## src/rtl/adder_pkg.sv

```systemverilog
// Shared fixed-point constants for the registered adder.
// Optional build macro ADDER_SATURATE_EN is consumed by adder_sat_core.
package adder_pkg;

  localparam int DEF_WIDTH     = 16;
  localparam int DEF_FRAC_BITS = 10;

  // Largest positive and most negative Q-format values at the default width
  localparam logic [DEF_WIDTH-1:0] FX_MAX = {1'b0, {(DEF_WIDTH-1){1'b1}}};
  localparam logic [DEF_WIDTH-1:0] FX_MIN = {1'b1, {(DEF_WIDTH-1){1'b0}}};

endpackage

```

## src/rtl/adder_sat_core.sv

```systemverilog
// Combinational signed fixed-point add with overflow detect.
// Define ADDER_SATURATE_EN to clamp overflowing sums; otherwise the sum wraps.
module adder_sat_core
  import adder_pkg::*;
#(
  parameter int WIDTH = DEF_WIDTH
) (
  input  logic [WIDTH-1:0] a,
  input  logic [WIDTH-1:0] b,
  output logic [WIDTH-1:0] sum,
  output logic             ovf
);

  localparam logic [WIDTH-1:0] SAT_MAX = {1'b0, {(WIDTH-1){1'b1}}};
  localparam logic [WIDTH-1:0] SAT_MIN = {1'b1, {(WIDTH-1){1'b0}}};

  logic [WIDTH:0] sum_raw;

  // The extra top bit carries the true sign. It disagrees with the WIDTH-bit
  // sign exactly when both operands share a sign that the truncated sum lost.
  always_comb begin
    sum_raw = {a[WIDTH-1], a} + {b[WIDTH-1], b};
    ovf     = sum_raw[WIDTH] ^ sum_raw[WIDTH-1];
  end

`ifdef ADDER_SATURATE_EN
  always_comb begin
    sum = sum_raw[WIDTH-1:0];
    if (ovf) begin
      sum = sum_raw[WIDTH] ? SAT_MIN : SAT_MAX;
    end
  end
`else
  always_comb begin
    sum = sum_raw[WIDTH-1:0];
  end
`endif

endmodule

```

## src/rtl/adder.sv

```systemverilog
// Registered signed fixed-point adder, one-cycle latency, sticky overflow.
// Saturation instead of wrap is selected by the ADDER_SATURATE_EN macro.
module adder
  import adder_pkg::*;
#(
  parameter int WIDTH     = DEF_WIDTH,
  parameter int FRAC_BITS = DEF_FRAC_BITS
) (
  input  logic             clk,
  input  logic             rst,
  input  logic [WIDTH-1:0] A,
  input  logic [WIDTH-1:0] B,
  output logic [WIDTH-1:0] result,
  output logic             overflow_flag,
  input  logic             in_valid,
  output logic             out_valid,
  output logic             ovf_sticky
);

  // The binary point never moves in an add; FRAC_BITS only has to be a legal Q split.
  if (FRAC_BITS < 0 || FRAC_BITS >= WIDTH) begin : g_bad_frac_bits
  end

  logic [WIDTH-1:0] core_sum;
  logic             core_ovf;

  adder_sat_core #(
    .WIDTH (WIDTH)
  ) u_core (
    .a   (A),
    .b   (B),
    .sum (core_sum),
    .ovf (core_ovf)
  );

  always_ff @(posedge clk) begin
    if (rst) begin
      result        <= '0;
      overflow_flag <= 1'b0;
      out_valid     <= 1'b0;
      ovf_sticky    <= 1'b0;
    end else begin
      out_valid <= in_valid;
      if (in_valid) begin
        result        <= core_sum;
        overflow_flag <= core_ovf;
        if (core_ovf) begin
          ovf_sticky <= 1'b1;
        end
      end
    end
  end

endmodule

```

## config.mk

```make
export PLATFORM = sky130hd
export DESIGN_NAME = adder
export DESIGN_NICKNAME = d
export VERILOG_FILES = /design/src/rtl/adder_pkg.sv /design/src/rtl/adder_sat_core.sv /design/src/rtl/adder.sv
export SDC_FILE = /design/constraint.sdc
export NUM_CORES = 1
export LEC_CHECK = 0
export CORE_UTILIZATION = 41
export CTS_BUF_LIST = sky130_fd_sc_hd__clkbuf_8
export DETAILED_ROUTE_END_ITERATION = 8
export GPL_ROUTABILITY_DRIVEN = 0
export PLACE_DENSITY = 0.79
export SETUP_SLACK_MARGIN = 0.2
export SLEW_MARGIN = 20
export SYNTH_ARGS = -nofsm -noshare
export SYNTH_HDL_FRONTEND = slang
export SYNTH_HIERARCHICAL = 1
export SYNTH_SLANG_ARGS = --single-unit
```

## constraint.sdc

```tcl
create_clock -name clk -period 2.3 [get_ports clk]
set_clock_uncertainty 0.05 [all_clocks]
set_input_delay 0.46 -clock clk [delete_from_list [all_inputs] [get_ports clk]]
set_output_delay 0.46 -clock clk [all_outputs]
set_load 0.02 [all_outputs]
```

Word level (Yosys, flattened, before mapping)
Index checks and enable logic that the tools add are counted.
{"block": "word_totals", "register_bits": 19}
{"block": "op_classes", "n_addsub": 1, "n_bitwise": 1, "n_reduce_logical": 1}
{"op": "$add A16 B16 Y17", "count": 1}
{"op": "$reduce_and A2 Y1", "count": 1}
{"op": "$xor A1 B1 Y1", "count": 1}

Longest topological paths before layout
{"block": "depth", "word_depth": 3, "depth_mapped": 10, "mapped_depth_nobuf": 10}

Cells and area by module
The synthesis kept the hierarchy.
{"module": "adder_sat_core", "n_inst": 1, "cells_each": 87, "area_each_um2": 719.4, "seq_area_each_um2": 0.0}
{"module": "adder", "n_inst": 1, "cells_each": 60, "area_each_um2": 670.6, "seq_area_each_um2": 380.4}

Least setup slack after synthesis
OpenSTA, ideal clock, no wires.
{"block": "synth_timing", "path_type": "in2reg", "start": "input A[0]", "end": "register ovf_sticky", "setup_ps": 117, "t_arrival_ps": 2273, "slack_ps": -140, "path_stages": 10, "path_cell_list": "ha_1 > fa_1 > a211oi_2 > o211ai_2 > a311oi_2 > a211oi_1 > a211oi_2 > xnor2_1 > a21oi_1 > nor2_1"}
{"block": "synth_via", "elab_chain_len": 3}
{"item": "from (decl)", "line": "adder.sv:11", "rtl": "input logic [WIDTH-1:0] A,"}
{"item": "$add A16 B16 Y17", "line": "adder_sat_core.sv:22", "rtl": "sum_raw = {a[WIDTH-1], a} + {b[WIDTH-1], b};"}
{"item": "$xor A1 B1 Y1", "line": "adder_sat_core.sv:23", "rtl": "ovf = sum_raw[WIDTH] ^ sum_raw[WIDTH-1];"}
{"item": "net core_ovf", "line": "adder.sv:25", "rtl": "logic core_ovf;"}
{"item": "$reduce_and A2 Y1 (no line)"}
{"item": "to (signal assigned)", "line": "adder.sv:41", "rtl": "ovf_sticky <= 1'b0;"}
{"item": "to (signal assigned)", "line": "adder.sv:48", "rtl": "ovf_sticky <= 1'b1;"}
{"item": "to (decl)", "line": "adder.sv:17", "rtl": "output logic ovf_sticky"}
The timed path passes the listed nets, and every way through them passes these cells.
A chain may end at the register's enable or synchronous reset.

Worst setup path in the final report
{"block": "layout_timing", "start": "input B[10]", "end": "register ovf_sticky"}
{"block": "layout_via", "elab_chain_len": 3}
{"item": "from (decl)", "line": "adder.sv:12", "rtl": "input logic [WIDTH-1:0] B,"}
{"item": "$add A16 B16 Y17", "line": "adder_sat_core.sv:22"}
{"item": "$xor A1 B1 Y1", "line": "adder_sat_core.sv:23"}
{"item": "net core_ovf", "line": "adder.sv:25"}
{"item": "$reduce_and A2 Y1 (no line)"}
The timed path passes the listed nets, and every way through them passes these cells.

==> flow_summary.json <==
{
  "status": "complete, but fails checks",
  "violations": "setup timing",
  "htreeDepth": 1,
  "drive_gt1_share_pct": 39.6,
  "crit_cells": 10,
  "synth_top_cell_by_area": "dfxtp_1",
  "synthCells": 147,
  "place_ws_ps": -639,
  "reg2reg_depth": 2,
  "fin_nets": 288,
  "timing_hold_violations_final": 0,
  "peakVddDrop_mv": 0.385,
  "cp.buffers_inverters": 1,
  "grt_max_degree": 20,
  "grt_pass1_vias": 1480,
  "die_height_um": 60.2,
  "cts_buffer_depth": 2,
  "ys.flop_type": "dfxtp_1",
  "hold-worst-slack_ps": 454,
  "setup_viol": 3,
  "fin_crit_ps": 2330,
  "io_pins": 54,
  "antenna_found_initial": 0,
  "hold_buffers": 0,
  "cts_buffers": 3,
  "yosysUniqueCellTypes": 35,
  "hpwl_um": 2770,
  "path_clk_slew_ps": 80,
  "design.core.area_um2": 3130,
  "port_buffers": 53,
  "n_antenna_cell": 0,
  "yosysSeqAreaShare_pct": 27.4,
  "path_cells": "clkdlybuf4s50_1, ha_1, and2_4, a22o_1, a311oi_2, a211oi_2, a211oi_2, xnor2_1, a21oi_1, nor2_1",
  "wire_per_inst_um": 15.9,
  "crit_family": "compound AO/OA/AOI/OAI gates",
  "fmax_mhz": 430,
  "grt_pass1_wl_um": 6270,
  "design.die.area_um2": 3630,
  "leakage_nw": 1.07,
  "drtIter0Drc": 38,
  "slew_viol_final": 0,
  "worstPathMaxFanout": 2,
  "slew_headroom_pct": 78.2,
  "yosys-top-cells-area": "dfxtp_1, ha_1, mux2i_1",
  "area_delta_synth_final_pct": 79.2,
  "cts_tree": "yes",
  "worstSetupStartpointType": "input port",
  "ant_nets": 0,
  "critPathCaptureType": "flop",
  "worst_pin_slew_ps": 324,
  "power_density_nw_per_um2": 514,
  "avgViaCountPerCell": 5.23,
  "synth_edf_count": 0,
  "path_common_cell": "a211oi_2",
  "synth-seq-cells": 19,
  "dr.pass1.iters": 6,
  "clockRootBuffer": "clkbuf_8",
  "worst_ep_arrival_time_ps": 2430,
  "grt_usage_pct": 23.1,
  "syn_area_per_cell_um2": 9.46,
  "drc": 0,
  "min_path_cells": 2,
  "maxCapViolations": 0,
  "routed_wl_um": 4430,
  "die_width_um": 60.2,
  "crit_type": "input port to flop",
  "async_flop_share_pct": 0,
  "grt_overflow": 0,
  "worstHoldPathType": "flop to flop",
  "cpPeakStageDelay_ps": 410,
  "num_vias": 1459,
  "synth_top_cells_by_count": "nor2_1, dfxtp_1, mux2i_1",
  "synth_nets": 199,
  "syn_area_um2": 1390,
  "initial_utilization_pct": 44.4,
  "nFillCells": 199,
  "yosys_warnings": 6,
  "fin_ws_ps": -27.5,
  "post-route-period-util_pct": 101,
  "synth_top_area_share_pct": 27.4,
  "clock-sinks": 19,
  "yosysMostFrequentCell": "nor2_1",
  "rows": 20,
  "clk_latency_ps": 260,
  "rsz0062_at_grt": "yes",
  "crit_slowest_cell": "clkdlybuf4s50_1",
  "required_ps": 2400
}
[timing repair]
| item | CTS | global route |
|---|---|---|
| resized for setup | 50 | 45 |
| endpoints found under the setup margin | 14 | 10 |
| buffers inserted | 6 | 3 |
| pin swaps | 30 | 28 |
[flip-flops by register name (all words and copies together) (netlist names)]
register,count
result,16
out_valid,1
overflow_flag,1
ovf_sticky,1
[cell usage in the layout, fill, tap and decap left out, types with 2 or more instances in the layout]
cell type and count:
ha_4 13, a21oi_2 5, xor2_1 6, a21oi_1 9, clkbuf_8 3, a21o_1 3, xnor2_1 8, clkbuf_2 9
clkdlybuf4s15_1 3, buf_4 33, mux2i_1 17, nor2b_1 2, dlymetal6s2s_1 2, o21ai_2 2, buf_6 5, nor2_1 22
dlygate4sd2_1 4, clkdlybuf4s50_1 31, a211oi_2 2, o211ai_1 3, dfxtp_1 19, ha_1 3, nand2_1 3
[per-stage QoR]
step / instance area, um2 / power [W] / setup TNS [ps] / cells / util, %
after detailed placement: 2160 / 0.000925 / -4920 / 266 / 69.1
after CTS: 2390 / 0.00122 / -282 / 276 / 76.3
after floorplan: 1420 / 0.000696 / -34.5 / 147 / -
after global placement: 2160 / 0.000911 / -4500 / 266 / 69.1
after global routing: 2490 / 0.00134 / -210 / 279 / 79.6
final: 2490 / 0.00128 / -52.0 / 279 / 79.6
[routing by layer]
| metal | track usage (%) | vias to the layer above | part of all wire, % |
|---|---|---|---|
| li1 | - | 709 | - |
| met1 | 24.5 | 699 | 40 |
| met2 | 43.3 | 42 | 54 |
| met3 | 2.60 | 9 | 3.6 |
| met4 | 13.3 | 0 | 2.1 |
| met5 | 0 | - | 0 |
[power by group]
group / leakage, nW / switching (W) / internal (W)
combinational: 0.888 / 0.000294 / 0.000351
clock: 0.0217 / 0.000126 / 0.000122
sequential: 0.157 / 0.0000211 / 0.000367
total: 1.07 / 0.000441 / 0.000840
[cells by family (layout without fill, tap and decap cells)]
kind of cell / after synthesis / count (layout) / share of synthesized area (%)
AND/OR/NAND/NOR: 36 / 36 / 11.3
flip-flops: 19 / 19 / 27.4
buffers and inverters: 5 / 93 / 3.24
XOR/XNOR: 15 / 15 / 9.45
adder cells (fa/ha/maj): 17 / 17 / 15.8
AO/OA/AOI/OAI: 38 / 38 / 20.6
multiplexers: 17 / 17 / 12.2
[worst register-to-register path, cell delays in order, from the launching register on]
cell     delay (ps)
dfxtp_1         330
mux2i_1         150
nor2_1           70
[path summary, 6_finish.rpt]
path / start / to / slack, ps
worst max-delay path: B[10] / ovf_sticky$_SDFFE_PP0P_ / -30
worst min register to register: result[0]$_SDFFE_PP0P_ / result[0]$_SDFFE_PP0P_ / 450
worst min-delay path: result[0]$_SDFFE_PP0P_ / result[0]$_SDFFE_PP0P_ / 450
worst max register to register: result[2]$_SDFFE_PP0P_ / result[2]$_SDFFE_PP0P_ / 1600
[layout make-up]
cell class | instances | area, um2 | share of cell area, %
clock buffer | 3 | 41.3 | 1.66
clock inverter | 1 | 7.51 | 0.301
inverter | 1 | 3.75 | 0.151
multi-input combinational | 123 | 1250 | 50.1
sequential | 19 | 380 | 15.3
tap | 44 | 55.1 | 2.21
timing repair buffer | 88 | 754 | 30.3
Power figures use the tool's default switching activity.
